===== src/rtl/binary_attn_value.sv =====
// Binary attention value stage: accumulates +/-1 votes of selected value bits per head
// over one score row, then emits the sign of each counter as a single output word.
module binary_attn_value #(
    parameter int SEQ_LEN  = 30,
    parameter int N_HEADS  = 4,
    parameter int HEAD_DIM = 4
) (
    input  logic                          clk,
    input  logic                          rst_n,
    input  logic [SEQ_LEN-1:0]            score_h1,
    input  logic [SEQ_LEN-1:0]            score_h2,
    input  logic [SEQ_LEN-1:0]            score_h3,
    input  logic [SEQ_LEN-1:0]            score_h4,
    input  logic [SEQ_LEN*N_HEADS*HEAD_DIM-1:0] value_in,
    input  logic                          in_valid,
    output logic                          in_ready,
    output logic [N_HEADS*HEAD_DIM-1:0]   out_data,
    output logic                          out_valid,
    input  logic                          out_ready,
    output logic                          done
);

    localparam int D  = N_HEADS * HEAD_DIM;
    localparam int KW = $clog2(SEQ_LEN + 1);
    localparam int CW = 6;

    typedef enum logic [1:0] {IDLE, ACCUM, EMIT, FINISHED} state_t;

    state_t                state_r;
    logic [KW-1:0]         k_r;
    logic [KW-1:0]         row_cnt_r;
    logic [SEQ_LEN-1:0]    score_r [4];
    logic [SEQ_LEN*D-1:0]  value_r;
    logic signed [CW-1:0]  cnt_r [D];

    logic [SEQ_LEN-1:0]    score_in_s [4];
    logic [KW-1:0]         k_sel_s;
    logic [D-1:0]          key_val_s;
    logic signed [CW-1:0]  cnt_next_s [D];
    logic [D-1:0]          pos_s;

    assign score_in_s[0] = score_h1;
    assign score_in_s[1] = score_h2;
    assign score_in_s[2] = score_h3;
    assign score_in_s[3] = score_h4;

    // Per-key counter update; k equal to SEQ_LEN is the final compare cycle, so clamp the index.
    always_comb begin
        if (k_r < KW'(SEQ_LEN)) begin
            k_sel_s = k_r;
        end else begin
            k_sel_s = {KW{1'b0}};
        end
        key_val_s = value_r[k_sel_s*D +: D];
        for (int i = 0; i < D; i++) begin
            cnt_next_s[i] = cnt_r[i];
            pos_s[i]      = (cnt_r[i] > 6'sd0);
            if (score_r[i/HEAD_DIM][k_sel_s]) begin
                if (key_val_s[i]) begin
                    cnt_next_s[i] = cnt_r[i] + 6'sd1;
                end else begin
                    cnt_next_s[i] = cnt_r[i] - 6'sd1;
                end
            end else begin
                cnt_next_s[i] = cnt_r[i];
            end
        end
    end

    // Control FSM with registered handshake outputs and the accumulation datapath.
    always_ff @(posedge clk or negedge rst_n) begin
        if (!rst_n) begin
            state_r   <= IDLE;
            k_r       <= {KW{1'b0}};
            row_cnt_r <= {KW{1'b0}};
            value_r   <= {(SEQ_LEN*D){1'b0}};
            out_data  <= {D{1'b0}};
            out_valid <= 1'b0;
            in_ready  <= 1'b0;
            done      <= 1'b0;
            for (int h = 0; h < 4; h++) begin
                score_r[h] <= {SEQ_LEN{1'b0}};
            end
            for (int i = 0; i < D; i++) begin
                cnt_r[i] <= {CW{1'b0}};
            end
        end else begin
            case (state_r)
                IDLE: begin
                    in_ready  <= 1'b1;
                    out_valid <= 1'b0;
                    if (in_valid && in_ready) begin
                        for (int h = 0; h < 4; h++) begin
                            score_r[h] <= score_in_s[h];
                        end
                        for (int i = 0; i < D; i++) begin
                            cnt_r[i] <= {CW{1'b0}};
                        end
                        value_r  <= value_in;
                        k_r      <= {KW{1'b0}};
                        in_ready <= 1'b0;
                        state_r  <= ACCUM;
                    end
                end
                ACCUM: begin
                    in_ready <= 1'b0;
                    if (k_r == KW'(SEQ_LEN)) begin
                        out_data  <= pos_s;
                        out_valid <= 1'b1;
                        state_r   <= EMIT;
                    end else begin
                        for (int i = 0; i < D; i++) begin
                            cnt_r[i] <= cnt_next_s[i];
                        end
                        k_r <= k_r + KW'(1);
                    end
                end
                EMIT: begin
                    if (out_ready) begin
                        out_valid <= 1'b0;
                        row_cnt_r <= row_cnt_r + KW'(1);
                        if (row_cnt_r == KW'(SEQ_LEN - 1)) begin
                            done    <= 1'b1;
                            state_r <= FINISHED;
                        end else begin
                            in_ready <= 1'b1;
                            state_r  <= IDLE;
                        end
                    end else begin
                        out_valid <= 1'b1;
                    end
                end
                FINISHED: begin
                    done      <= 1'b1;
                    in_ready  <= 1'b0;
                    out_valid <= 1'b0;
                end
                default: begin
                    state_r   <= IDLE;
                    in_ready  <= 1'b0;
                    out_valid <= 1'b0;
                end
            endcase
        end
    end

endmodule


===== config.mk =====
export PLATFORM = sky130hd
export DESIGN_NAME = binary_attn_value
export DESIGN_NICKNAME = d
export VERILOG_FILES = /design/src/rtl/binary_attn_value.sv
export SDC_FILE = /design/constraint.sdc
export NUM_CORES = 1
export LEC_CHECK = 0
export BUFFER_PORTS_ARGS = -buffer_cell sky130_fd_sc_hd__clkbuf_2
export CORE_AREA = 2 2 366 260
export CTS_CLUSTER_DIAMETER = 50
export DETAILED_ROUTE_END_ITERATION = 8
export DIE_AREA = 0 0 368 262
export GPL_TIMING_DRIVEN = 0
export SLEW_MARGIN = 20
export SYNTH_ARGS = -nofsm -noshare
export SYNTH_HDL_FRONTEND = slang
export SYNTH_SLANG_ARGS = --single-unit

===== constraint.sdc =====
create_clock -name clk -period 4.3 [get_ports clk]
set_input_delay 0.86 -clock clk [delete_from_list [all_inputs] [get_ports clk]]
set_output_delay 0.86 -clock clk [all_outputs]
set_load 0.1 [all_outputs]

# Yosys cells after proc, flatten, opt, wreduce, memory -nomap -nowiden
# Cells that the tools add are included.
# totals
memories	0
output_inout_bits	19
mem_bits_ro	0
input_bits	604
regBits	727
mem_bits_rw	0
latchBits	0
word_cells	176
# classes
div	0
n_mul	0
bitwise	0
n_addsub	34
n_reduce_logical	18
n_eq_ne	15
n_mux	62
n_lt_le_gt_ge	18
n_shift	1
# op_table
op	count
indexed part select 480 x 10 -> 16 bit	1
2-to-1 mux 6 bit	32
2-to-1 mux 96 bit	2
one-hot mux 96 bit (2 select lines)	1
adder 6 x 2 -> 6 bit (second input constant)	16
greater-than comparator 6 x 1 -> 1 bit (second input constant)	16
subtractor 6 x 2 -> 6 bit (second input constant)	16
binary-select mux 1 bit (select 5 bit)	4
!= test 2 bit (second input constant)	10
AND reduction 4 bit	5
2-to-1 mux 5 bit	3
2-to-1 mux 1 bit	11
adder 5 x 1 -> 5 bit (second input constant)	2
== test 5 bit (second input constant)	2
one-hot mux 5 bit (2 select lines)	1
2-to-1 mux 2 bit	4
AND reduction 2 bit	4
less-than comparator 5 x 6 -> 1 bit (second input constant)	1
one-hot mux 1 bit (3 select lines)	2
one-hot mux 2 bit (3 select lines)	1
AND reduction 3 bit	2
less-than comparator 5 bit (second input constant)	1
== test 2 bit (second input constant)	2
nonzero test 2 bit	2
6 further kinds	7

# Longest topological paths before layout
# logic_depth
ltp_word	7
depth_mapped	20
ltp_nobuf	14

# Worst setup path after synthesis
# Ideal clock, no wire load.
# synth_timing
path_type	register -> register
from	register k_r[1]
to	register cnt_r[5] in the netlist's numbering
required_time_ps	4234
path_slack_ps	752
stages_incl_launch_ff	16
path_buffers	4
setup_time_ps	66
t_arrival_ps	3482
synth_period_minus_slack_ps	3548
path_cell_list	dfrtp_1 > buf_4 > buf_6 > buf_2 > nor2_1 > a221oi_1 > a211oi_1 > or2_0 > clkbuf_1 > inv_1 > ha_1 > nor2_1 > nor4_1 > a221o_1 > a221oi_1 > a22o_1
# synth_via
elab_chain_len	7
word_cells_on_any_way	13
classes_between	1 x order compare; 3 x eq/ne; 1 x shift; 7 x mux; 1 x reduce/logical
# synth_rtl
item	line	source
start: declaration	30	logic [KW-1:0] k_r;
start signal: assignment	74	k_r <= {KW{1'b0}};
start signal: assignment	100	k_r <= {KW{1'b0}};
start signal: assignment	115	k_r <= k_r + KW'(1);
less-than comparator 5 bit	49	if (k_r < KW'(SEQ_LEN)) begin
2-to-1 mux 5 bit	49	
indexed part select 480 x 10 -> 16 bit	54	key_val_s = value_r[k_sel_s*D +: D];
2-to-1 mux 6 bit	59	if (key_val_s[i]) begin
2-to-1 mux 6 bit	58	if (score_r[i/HEAD_DIM][k_sel_s]) begin
2-to-1 mux 96 bit	107	if (k_r == KW'(SEQ_LEN)) begin
one-hot mux 96 bit (2 select lines)	88	case (state_r)
end signal: indexed assignment	85	cnt_r[i] <= {CW{1'b0}};
end signal: indexed assignment	97	cnt_r[i] <= {CW{1'b0}};
end signal: indexed assignment	113	cnt_r[i] <= cnt_next_s[i];
end: declaration	34	logic signed [CW-1:0] cnt_r [D];
# Several ways; a longest one is shown, not always the timed one. The select of a mux whose other input is x is not followed.
# A chain may end at the register's enable or synchronous reset.

# Final worst setup path
# layout_timing
from	register k_r[4]
to	register cnt_r[16] in the netlist's numbering
# The elaborated chain is that of the path after synthesis.

==> results.md <==
- Fillers: 8496
- RSZ-0062 raised after global routing: true
- CTS tree: done
- CP Data Arrival Time: 5110 ps
- IR Drop Worst-Case VDD: 395 uV
- Synth Area in Adders: 1.93%
- Ys flop type: dfrtp_1
- Sequential area share after synthesis: 49.3%
- Clock skew: 41.0 ps
- #FFs+latches synth: 727
- Slowest stage cell, crit path: o31ai_2
- Maxcap violations: 0
- Final worst setup slack: -214 ps
- CP Launch Type: flop
- Least-Margin Pin Slew: 1410 ps
- Syn Area/Cell: 11.6 sq um
- Die W: 368 um
- Crit path top cell by count: clkbuf_4
- Cell-internal power: 25.3 mW
- Number of detailed-route iterations in the first pass: 9
- Antenna-violating nets left: 0
- Min-Delay Path Class: in -> async
- Site Rows: 94
- Die area: 0.0964 sq mm
- Share of layout cells above drive strength 1: 44.4%
- Crit path buf inv count: 4
- Period utilisation layout: 105%
- Worst-path fanout max: 10
- Synthesized instance count: 3177
- CP peak stage delay: 790 ps
- Crit end category: flop
- CTS Buffer Depth: 3
- Sw Share: 46.4%
- Post-synthesis compound-gate area fraction: 13.4%
- YS warnings: 0
- Main combinational cell family by area after synthesis: multiplexers
- Endpoints failing setup: 58
- Sw power: 22.0 mW
- Synth Area in Simple Gates: 7.88%
- Synth cell types: 93
- Area Overhead vs Synth: 27.4%
- Dpl hpwl: 136000 um
- Residual DRC: 0
- Wire length of the first global-routing pass: 247000 um
- Post-route minimum period: 4510 ps
- Final WL: 184000 um
- Initial antenna violation count: 12
- Global route total overflow: 0
- Peak Freq: 222 MHz
- Clock network power share: 16.2%
- Routed via count: 32.8k
- Synth Area in XOR/XNOR: 1.59%
- Gate power share: 57.2%
- Average wire per standard cell: 34.7 um
- PD cells: 1010 mW/mm^2
- Final Hold Viols: 0
- Count of clock tree sinks: 727
- Ys async rst share: 100%
- Crit Path Class: reg -> reg
- Placed Area: 0.0419 sq mm
- Final Max Slew Viols: 0
- Cells along the critical path: clkbuf_4 -> clkbuf_4 -> nand2_1 -> clkbuf_4 -> a311oi_1 -> nor3_1 -> o31ai_2 -> clkbuf_1 -> nand2_1 -> o21ai_0
- Final Cell Area: 0.0470 sq mm
- CTS H-tree lvls: 3
- Starting density of the core: 39.7%
- Minimum hold slack: 183 ps
- Seq pwr share: 26.6%
- Clock transition at path regs: 60 ps
- GRT Resource Usage Total: 37.2%
- Largest net degree at the start of global routing: 85
- Clock Latency Late Sink: 720 ps
- Max_slew headroom: 5.75%
- Initial DRC count: 4385
- Vias in the first global route: 31.2k
- Port Buffer Count: 622
- Violated checks: negative setup slack
- Core Footprint: 0.0929 sq mm
- Data required, critical path: 4890 ps
- TritonCTS buffer count: 86
- Mux contribution to synthesized area: 22.6%
- Clock Root Buffer: clkbuf_16
- Nets: 4629
- Final GP Congestion: 1.01
- Netlist Area Pre-Place: 0.0369 sq mm
- Status: finished, violations left
- Number of flops mapped to enable cells by yosys: 0
- Static leakage power: 21.0 nW
- Top Family by Delay on Critical Path: buffers and inverters
- DR vias/cell: 6.20
- Syn Nets: 3838
- IO Count: 623
- Die Ht: 262 um
## sequential cells by signal, indices dropped and copies added (netlist names)
signal	cells
out_data	16
k_r	5
score_r	120
done	1
in_ready	1
row_cnt_r	5
cnt_r	96
value_r	480
out_valid	1
state_r	2
## cells in the mapped netlist (10+ instances only)
master / instances / area share [%]
a211oi_1: 41 / 0.83
a21o_1: 16 / 0.33
a21oi_1: 107 / 1.5
a221oi_1: 15 / 0.36
a22o_1: 17 / 0.40
a22oi_1: 16 / 0.33
a311oi_1: 13 / 0.31
a31o_2: 10 / 0.24
a31oi_1: 39 / 0.66
and2_1: 14 / 0.24
and3_1: 23 / 0.39
buf_1: 13 / 0.13
buf_2: 71 / 0.96
buf_4: 15 / 0.31
clkbuf_1: 120 / 1.2
dfrtp_1: 727 / 49
ha_1: 57 / 1.9
inv_1: 35 / 0.36
mux2_2: 634 / 19
mux2i_1: 95 / 2.6
mux4_2: 10 / 0.61
nand2_1: 208 / 2.1
nand2b_1: 12 / 0.20
nand3_1: 60 / 0.81
nand4_1: 12 / 0.20
nor2_1: 138 / 1.4
nor2b_1: 13 / 0.22
nor3_1: 44 / 0.60
nor4_1: 12 / 0.20
o211ai_1: 17 / 0.35
o21ai_0: 194 / 2.6
o21ai_1: 10 / 0.14
o221ai_1: 21 / 0.50
o22ai_1: 22 / 0.37
o2bb2ai_1: 13 / 0.31
o31ai_1: 30 / 0.61
o32ai_1: 15 / 0.36
or3_1: 19 / 0.32
xnor2_1: 25 / 0.59
xor2_1: 42 / 1.0
## logic make-up after synthesis
logic type                 after synthesis
muxes                                  739
DFF                                    727
AOI/OAI and AO/OA                      715
and+or+nand+nor                        607
buffers and inverters                  265
xor gates and xnor gates                67
adders and majority gates               57
## layout by cell type, fill, tap and decap left out, types with 19 or more instances in the layout
master / count
dfrtp_1: 725
inv_1: 31
nor2_1: 133
xor2_1: 42
nand3_1: 59
o22ai_1: 20
a211oi_1: 34
mux2i_1: 81
clkbuf_1: 94
nor3_1: 40
and3_1: 21
buf_4: 90
o31ai_1: 27
o21ai_0: 184
or3_1: 19
o221ai_1: 19
buf_12: 19
clkbuf_2: 643
xnor2_1: 25
buf_6: 36
mux2_2: 633
clkbuf_16: 86
a31oi_1: 32
ha_1: 52
nand2_1: 204
a21oi_1: 102
## power groups by stage
stage	Combinational (mW)	Clock (mW)	Sequential [mW]
after floorplan	14.6	0	12.1
after global placement	22.9	0	12.5
after detailed placement	23.2	0	12.5
after CTS	24.9	7.71	12.4
after global routing	28.0	7.99	12.9
final	27.1	7.67	12.6
## worst register-to-register path, stage by stage (launching register included)
cell	delay, ps
dfrtp_2	450
clkbuf_4	270
clkbuf_4	320
nand2_1	340
clkbuf_4	410
a311oi_1	680
nor3_1	350
o31ai_2	790
clkbuf_1	580
nand2_1	110
o21ai_0	90
## through the flow
| stage | setup WS, ps | power, mW | instances | util [%] | TNS [ps] |
|---|---|---|---|---|---|
| after floorplan | 752 | 26.7 | 3177 | - | 0 |
| after global placement | -15880 | 35.4 | 5047 | 44.7 | - |
| after detailed placement | -2030 | 35.7 | 5058 | 45.1 | -90230 |
| after CTS | 0.223 | 45.0 | 5241 | 49.6 | 0 |
| after global routing | -72.0 | 48.9 | 5282 | 50.5 | -88.4 |
| final | -214 | 47.3 | 5290 | 50.6 | -5550 |
## layout make-up
type | instances | area (sq um) | area share, %
tap | 1248 | 1560 | 3.32
clock buffer | 110 | 2330 | 4.97
antenna | 12 | 30.0 | 0.0639
clock inverter | 40 | 554 | 1.18
sequential | 727 | 18200 | 38.7
timing repair buffer | 709 | 4060 | 8.65
inverter | 37 | 154 | 0.328
multi-input combinational | 2185 | 18300 | 39.0
buffer | 222 | 1770 | 3.76
## metal layers
metal	vias to the layer above	track usage [%]	wire, um	share of wire, %
met1	16605	50.0	74900	41
met3	485	16.3	25000	14
met2	2277	52.4	74500	41
met5	-	0.673	448	0.24
met4	20	14.4	8900	4.8
li1	13386	-	-	-
## worst paths after layout
| check | from | endpoint | slack, ps | cells past startpoint |
|---|---|---|---|---|
| max | k_r[4] | cnt_r[16] | -210 | 10 |
| min | rst_n | value_r[74] | 180 | 1 |
| max reg2reg | k_r[4] | cnt_r[16] | -210 | 10 |
| min reg2reg | cnt_r[89] | out_data[1] | 460 | 1 |
| max in group asynchronous | rst_n | value_r[412] | 2470 | 4 |
| min in group clk | value_in[478] | value_r[478] | 370 | 2 |
## repair_timing
action	in CTS	in global routing
buffers inserted	36	40
resized for setup	271	127
pin swaps	20	35
cloned	0	0
setup endpoints to repair	99	86
hold buffers	0	0
No activity file was read; power rests on OpenSTA's default activity.
